`src/rtl/alu_sw_console.sv`:
```
// Board-level ALU console: switch operands, debounced buttons, direct or
// single-button sequenced entry, registered result and flags on the LEDs.
module alu_sw_console #(
  parameter int N_BITS          = 6,
  parameter int N_LEDS          = 6,
  parameter int N_B             = 3,
  parameter int DEBOUNCE_CYCLES = 4
) (
  input  logic              clock,
  input  logic              reset,
  input  logic [N_BITS-1:0] i_SWs,
  input  logic [N_B-1:0]    i_buttons,
  input  logic              i_mode,
  output logic [N_LEDS-1:0] o_led,
  output logic [2:0]        o_flags,
  output logic [1:0]        o_state,
  output logic              o_valid
);

  // state  | meaning
  // S_A    | next ENTER loads operand A
  // S_B    | next ENTER loads operand B
  // S_OP   | next ENTER loads the opcode and marks the result valid
  // S_SHOW | result shown; next ENTER restarts entry (also held in direct mode)
  typedef enum logic [1:0] {
    S_A    = 2'd0,
    S_B    = 2'd1,
    S_OP   = 2'd2,
    S_SHOW = 2'd3
  } state_t;

  localparam int CW  = $clog2(DEBOUNCE_CYCLES + 1);
  localparam int MSB = N_BITS - 1;

  localparam logic [N_BITS-1:0] OP_ADD = N_BITS'(6'b100000);
  localparam logic [N_BITS-1:0] OP_SUB = N_BITS'(6'b100010);
  localparam logic [N_BITS-1:0] OP_AND = N_BITS'(6'b100100);
  localparam logic [N_BITS-1:0] OP_OR  = N_BITS'(6'b100101);
  localparam logic [N_BITS-1:0] OP_XOR = N_BITS'(6'b100110);
  localparam logic [N_BITS-1:0] OP_NOR = N_BITS'(6'b100111);
  localparam logic [N_BITS-1:0] OP_SRA = N_BITS'(6'b000011);
  localparam logic [N_BITS-1:0] OP_SRL = N_BITS'(6'b000010);

  logic [N_B-1:0] sync1_q, sync2_q;
  logic [N_B-1:0] pulse_q, pulse_d;
  logic [CW-1:0]  cnt_q [N_B];
  logic [CW-1:0]  cnt_d [N_B];

  // Counter saturates at the threshold so a held button yields a single pulse.
  always_comb begin
    for (int i = 0; i < N_B; i++) begin
      cnt_d[i]   = '0;
      pulse_d[i] = 1'b0;
      if (sync2_q[i]) begin
        if (cnt_q[i] == CW'(DEBOUNCE_CYCLES)) begin
          cnt_d[i] = cnt_q[i];
        end else begin
          cnt_d[i] = cnt_q[i] + CW'(1);
        end
        pulse_d[i] = (cnt_q[i] == CW'(DEBOUNCE_CYCLES - 1));
      end
    end
  end

  always_ff @(posedge clock) begin
    if (reset) begin
      sync1_q <= '0;
      sync2_q <= '0;
      pulse_q <= '0;
      for (int i = 0; i < N_B; i++) begin
        cnt_q[i] <= '0;
      end
    end else begin
      sync1_q <= i_buttons;
      sync2_q <= sync1_q;
      pulse_q <= pulse_d;
      for (int i = 0; i < N_B; i++) begin
        cnt_q[i] <= cnt_d[i];
      end
    end
  end

  state_t            state_q, state_d;
  logic              mode_q;
  logic [N_BITS-1:0] a_q, b_q, op_q;
  logic [2:0]        seen_q, seen_d;
  logic              valid_q, valid_d;
  logic              ld_a, ld_b, ld_op, seq_valid;

  always_comb begin
    state_d   = state_q;
    ld_a      = 1'b0;
    ld_b      = 1'b0;
    ld_op     = 1'b0;
    seq_valid = 1'b0;
    if (!i_mode) begin
      state_d = S_SHOW;
      ld_a    = pulse_q[2];
      ld_b    = pulse_q[1];
      ld_op   = pulse_q[0];
    end else if (!mode_q) begin
      // Entering sequenced mode always restarts entry; a coincident ENTER is dropped.
      state_d = S_A;
    end else if (pulse_q[0]) begin
      case (state_q)
        S_A: begin
          ld_a    = 1'b1;
          state_d = S_B;
        end
        S_B: begin
          ld_b    = 1'b1;
          state_d = S_OP;
        end
        S_OP: begin
          ld_op     = 1'b1;
          seq_valid = 1'b1;
          state_d   = S_SHOW;
        end
        default: state_d = S_A;
      endcase
    end
  end

  assign seen_d  = seen_q | {ld_a, ld_b, ld_op};
  assign valid_d = valid_q | seq_valid | (!i_mode && (&seen_d));

  always_ff @(posedge clock) begin
    if (reset) begin
      state_q <= S_A;
      mode_q  <= 1'b0;
      a_q     <= '0;
      b_q     <= '0;
      op_q    <= '0;
      seen_q  <= '0;
      valid_q <= 1'b0;
    end else begin
      state_q <= state_d;
      mode_q  <= i_mode;
      if (ld_a)  a_q  <= i_SWs;
      if (ld_b)  b_q  <= i_SWs;
      if (ld_op) op_q <= i_SWs;
      seen_q  <= seen_d;
      valid_q <= valid_d;
    end
  end

  logic [N_BITS:0]   sum_w, diff_w;
  logic [N_BITS-1:0] res;
  logic              carry, ovf, shift_big;

  assign sum_w     = {1'b0, a_q} + {1'b0, b_q};
  assign diff_w    = {1'b0, a_q} - {1'b0, b_q};
  assign shift_big = (32'(b_q) >= 32'(N_BITS));

  always_comb begin
    res   = '0;
    carry = 1'b0;
    ovf   = 1'b0;
    case (op_q)
      OP_ADD: begin
        res   = sum_w[N_BITS-1:0];
        carry = sum_w[N_BITS];
        ovf   = (a_q[MSB] == b_q[MSB]) && (sum_w[MSB] != a_q[MSB]);
      end
      OP_SUB: begin
        res   = diff_w[N_BITS-1:0];
        carry = diff_w[N_BITS];
        ovf   = (a_q[MSB] != b_q[MSB]) && (diff_w[MSB] != a_q[MSB]);
      end
      OP_AND: res = a_q & b_q;
      OP_OR:  res = a_q | b_q;
      OP_XOR: res = a_q ^ b_q;
      OP_NOR: res = ~(a_q | b_q);
      OP_SRA: begin
        if (shift_big) res = {N_BITS{a_q[MSB]}};
        else           res = $signed(a_q) >>> b_q;
      end
      OP_SRL: begin
        if (shift_big) res = '0;
        else           res = a_q >> b_q;
      end
      default: res = '0;
    endcase
  end

  logic [N_LEDS-1:0] led_d;

  generate
    if (N_LEDS <= N_BITS) begin : g_led_trunc
      assign led_d = res[N_LEDS-1:0];
    end else begin : g_led_ext
      assign led_d = {{(N_LEDS - N_BITS){1'b0}}, res};
    end
  endgenerate

  logic [N_LEDS-1:0] led_q;
  logic [2:0]        flags_q;

  always_ff @(posedge clock) begin
    if (reset) begin
      led_q   <= '0;
      flags_q <= '0;
    end else begin
      led_q   <= led_d;
      flags_q <= {(res == '0), carry, ovf};
    end
  end

  assign o_led   = led_q;
  assign o_flags = flags_q;
  assign o_state = state_q;
  assign o_valid = valid_q;

endmodule

```
`config.mk`:
```
export PLATFORM = sky130hd
export DESIGN_NAME = alu_sw_console
export DESIGN_NICKNAME = d
export VERILOG_FILES = /design/src/rtl/alu_sw_console.sv
export SDC_FILE = /design/constraint.sdc
export NUM_CORES = 1
export LEC_CHECK = 0
export CELL_PAD_IN_SITES_DETAIL_PLACEMENT = 1
export CELL_PAD_IN_SITES_GLOBAL_PLACEMENT = 1
export CORE_AREA = 2 2 93 95
export CTS_BUF_LIST = sky130_fd_sc_hd__clkbuf_2 sky130_fd_sc_hd__clkbuf_4 sky130_fd_sc_hd__clkbuf_8
export DETAILED_ROUTE_END_ITERATION = 16
export DIE_AREA = 0 0 95 97
export GPL_TIMING_DRIVEN = 1
export PLACE_DENSITY = 0.81
export SLEW_MARGIN = 20
export SYNTH_ARGS = -nofsm -noshare
export SYNTH_HDL_FRONTEND = slang
export SYNTH_SLANG_ARGS = --single-unit
```
`constraint.sdc`:
```
create_clock -name clock -period 2.45 [get_ports clock]
set_input_delay 0.49 -clock clock [delete_from_list [all_inputs] [get_ports clock]]
set_output_delay 0.49 -clock clock [all_outputs]
set_load 0.03 [all_outputs]
```
# == After elaboration in Yosys (flattened, before gate mapping) ==
# Memories as Yosys holds them, arrays and structs flattened.
# Index checks and enable logic that the tools add are counted.
# op_classes
addsub,5
magnitude_cmp,1
eq_ne,21
shifts,2
n_mux,34
bitwise_logic,13
reduce_logical,10
# op_table
op,n
$pmux 6 s8,1
$eq 6x6->1 const B,6
$mux 3,9
$mux 1,16
$eq 6x2->1 const B,2
$mux 6,2
$add 3x1->3 const B,3
$eq 3x2->1 const B,3
$eq 3x3->1 const B,3
$add 6x6->7,1
$sub 6x6->7,1
$and 6x6->6,1
$ge 6x3->1 const B,1
$logic_not 6->1,1
$mux 2,3
$not 6->6,1
$or 6x6->6,1
$pmux 2 s3,1
$reduce_or 2->1,3
$shr 6x6->6,1
$sshr 6x6->6,1
$xor 6x6->6,1
$or 1x1->1,5
$pmux 1 s2,2
other kinds (11),17
# totals
regBits,43
mem_bits_rw,9
in_bits,12
out_inout_bits,12
n_memories,1
# memory_table
name,words,word_bits,read_ports,rd_clocked_by_memory_dff,write_ports,line_no,source
cnt_q,3,3,3,0,3,46,logic [CW-1:0] cnt_q [N_B];

# == Longest topological paths before layout ==
# depth
ltp_word,9
depth_mapped,10
mapped_depth_nobuf,10

# == Worst setup path before layout ==
# OpenSTA, ideal clock, no wires.
# synth_path
path_type,register to register
start,register b_q[1]
end,"register flags_q[2], in the netlist o_flags[2]"
setup_ps,88
t_arrival_ps,2134
required_ps,2362
path_slack_ps,228
stages_incl_launch_ff,9
n_path_buf,1
period_less_slack_ps,2222
path_cell_list,dfxtp_1 -> buf_2 -> inv_1 -> fa_1 -> mux4_2 -> o2bb2ai_1 -> nor3_1 -> nand4b_1 -> nor4_2
# synth_via
elab_chain_cells,4
# synth_rtl
item,line_no,source
"start, declared",85,"logic [N_BITS-1:0] a_q, b_q, op_q;"
"start signal, assigned",140,if (ld_b) b_q <= i_SWs;
$ge 6x3->1 (tied with other cells),153,assign shift_big = (32'(b_q) >= 32'(N_BITS));
$mux 6 (tied with other cells),179,if (shift_big) res = '0;
$pmux 6 s8 (*),159,case (op_q)
$logic_not 6->1 (*),205,"flags_q <= {(res == '0), carry, ovf};"
"end signal, assigned",205,
"end, declared",197,logic [2:0] flags_q;
# Every way passes the cells marked *; elsewhere a longest branch is shown, timed or not.
# A chain may end at the register's enable or synchronous reset.

# == Final worst setup path ==
# Ends and elaborated chain as after synthesis.

==> flow_summary.toml <==
[power]
p_comb_share_pct = 4.9
power.share.clock_pct = 35.7
power_mw = 1.45
leakage_nw = 1.49
p_seq_share_pct = 59.3
vdd_drop_max_v = 0.000311
powerDensity_nw_per_um2 = 389
swShare_pct = 24.1
power.switching_mw = 0.350
power.internal_mw = 1.10

[status]
status = "finished, final reports clean"

[sta]
period_minus_slack_ns = 2.31
fin_hold_ws_ns = 0.443
slew_viol_final = 0
skew_ns = 0.00757
final.setup.tns_ns = 0
fmax_ghz = 0.433
slew_headroom_pct = 54.0
tightestPinTransition_ns = 0.673
layout_setup_ws_ns = 0.141
hold_viol = 0
rsz0062_at_grt = "false"
finalSetupViolations = 0
period_share_pct = 94.2

[yosys]
yosys.area.top_type = "dfxtp_1"
synth.distinct_cells = 55
ys_ff_latch = 52
synth_area_leaders = "dfxtp_1, ha_1, mux2i_1, nor2_1, a21oi_1"
synth_area_um2 = 3190
async_flop_share_pct = 0
synth.net_count = 404
syn_avg_cell_area_um2 = 8.85
synth_top_cells_by_count = "dfxtp_1, nor2_1, inv_1, ha_1, a21oi_1"
syn_inst = 360
synthFlopType = "dfxtp_1"
yosysSeqAreaShare_pct = 32.7
synth_top_area_share_pct = 32.7
yosysMostFrequentCell = "dfxtp_1"
synth_edf_count = 0
synth-warning-count = 0

[clocking]
clock-root-buffer = "clkbuf_8"
cts.hold.buffers_added = 0
post-cts-setup-buffers = 0
cts_buffers = 5
cts-htree-levels = 2
cts-resized-gates = 0
clk_pin_slew_worst_paths_ns = 0.10
clk_path_buf_depth = 2
cts_tree = "built"
cts_sinks = 52
clkLatencyLatePin_ns = 0.31

[final_layout]
syn2layout_area_growth_pct = 16.8
stdcell_count = 500
fin_nets = 438
n_antenna_cell = 0
nFillCells = 966
layout-drive-gt1-share_pct = 12.4

[routing]
wirelength_mm = 8.44
firstDrtPassIters = 4
vias = 2673
wl_per_cell_um = 16.9
drc_errors = 0
via_per_inst = 5.35
detail-route-antenna-nets = 0
drt-initial-drc-count = 121

[global_route]
overflow = 0
first_global_vias = 2845
grt_usage_pct = 19.4
grt_max_degree = 30
antenna_found_initial = 0
grt_pass1_wl_mm = 14.0

[setup_path]
critical_path_class = "flip-flop to flip-flop"
arrival_ns = 2.54
startpoint = "b_q[1]$_SDFFE_PP0P_"
startpoint_type = "flip-flop"
worstSetupEndpointType = "flip-flop"
critPathMaxFanout = 5
crit_path_top_delay_cell = "dfxtp_1"
max_stage_delay_ns = 0.40
r2r-start = "b_q[1]$_SDFFE_PP0P_"
crit_chain = "inv_1, ha_1, o21bai_1, a21oi_1, a221o_1, a211oi_1, nand4b_1, nor4_2"
r2r_setup_slack_ns = 0.14
required_ns = 2.68

[placed_design]
gp_congestion = 0.899
dp_slack_ns = 0.0586
port-buffer-count = 23
placed_cells = 492
dp_hpwl_mm = 6.66

[min_path]
hold_start = "sync1_q[0]$_SDFF_PP0_"
hp-class = "flip-flop to flip-flop"

[floorplan]
coreArea_um2 = 8130
row_count = 33
die_x_um = 95
start_util_pct = 39.2
die_area_um2 = 9220
die_h_um = 97
io_pins = 24

[run]
maxCapViolCount = 0
[worst max-delay path, delay by kind of cell (launching register included)]
family,cells,cell delay [ns]
buf+inv,1,0.14
flops,1,0.40
simple gates,2,0.30
compound gates,4,1.07
fa+ha+maj,1,0.33
[power groups by stage]
stage               logic [mW]  clock network, mW  registers, mW
floorplan               0.0297                  0          0.884
global placement        0.0698                  0          0.879
detailed placement      0.0723                  0          0.880
CTS                     0.0727              0.541          0.860
global route            0.0794              0.571          0.862
finish                  0.0718              0.518          0.860
[layout by cell type (no fill, tap or decap), types with 3 or more instances in the layout]
cell type | synthesis | layout
nor2_1 | 41 | 41
nand3_1 | 6 | 6
a21oi_1 | 24 | 24
o211ai_1 | 3 | 3
mux2_2 | 5 | 5
nand4_1 | 4 | 4
nand2_1 | 23 | 23
nor3_1 | 6 | 5
clkdlybuf4s50_1 | 0 | 23
nand2b_1 | 5 | 5
ha_1 | 30 | 30
o21ai_0 | 9 | 9
o21bai_1 | 3 | 3
buf_4 | 1 | 20
o22ai_1 | 5 | 5
nor2b_1 | 16 | 16
a31oi_1 | 4 | 4
dfxtp_1 | 52 | 51
xnor2_1 | 7 | 7
xor2_1 | 7 | 7
inv_1 | 31 | 31
mux2i_1 | 22 | 22
clkbuf_8 | 0 | 5
[through the flow]
stage	instance area, µm²	utilization [%]
6_report	3720	45.8
4_1_cts	3710	45.6
3_5_place_dp	3610	44.4
2_1_floorplan	3190	-
3_3_place_gp	3610	44.4
5_1_grt	3720	45.8
[final timing paths]
kind	to	cells after the start
worst min register to register	sync2_q[0]$_SDFF_PP0_	1
worst min-delay path	sync2_q[0]$_SDFF_PP0_	1
worst max register to register	o_flags[2]$_SDFF_PP0_	8
worst max-delay path	o_flags[2]$_SDFF_PP0_	8
[routing by layer]
layer / GRT usage, % / share of wire [%] / vias up
met4: 4.35 / 0.90 / 0
met5: 0 / 0 / -
met2: 33.8 / 50 / 52
li1: - / - / 1313
met3: 2.65 / 3.9 / 5
met1: 25.2 / 45 / 1303
[cell type report]
class / count / area, µm² / share of cell area [%]
Inverter: 31 / 116 / 3.13
Timing Repair Buffer: 43 / 380 / 10.2
Clock inverter: 3 / 27.5 / 0.739
Tap cell: 105 / 131 / 3.53
Clock buffer: 5 / 68.8 / 1.85
Multi-Input combinational cell: 261 / 1960 / 52.5
Sequential cell: 52 / 1040 / 28.0
[state kept, by name, summed over array words and instances (netlist names)]
signal,count
cnt_q,9
a_q,6
b_q,6
o_led,6
op_q,6
o_flags,3
pulse_q,3
seen_q,3
sync1_q,3
sync2_q,3
o_state,2
mode_q,1
o_valid,1
[cell families (layout without fill, tap and decap cells)]
logic type                 after synthesis  in the layout  synth area share [%]
and+or+nand+nor                        113            113                  18.6
AOI/OAI and AO/OA                       73             73                  15.5
DFF                                     52             52                  32.7
buffers and inverters                   47             82                  6.28
adders and majority gates               32             32                  13.0
muxes                                   29             29                  10.1
xor gates and xnor gates                14             14                  3.85
Note: power is estimated with default switching activity, not from simulation.
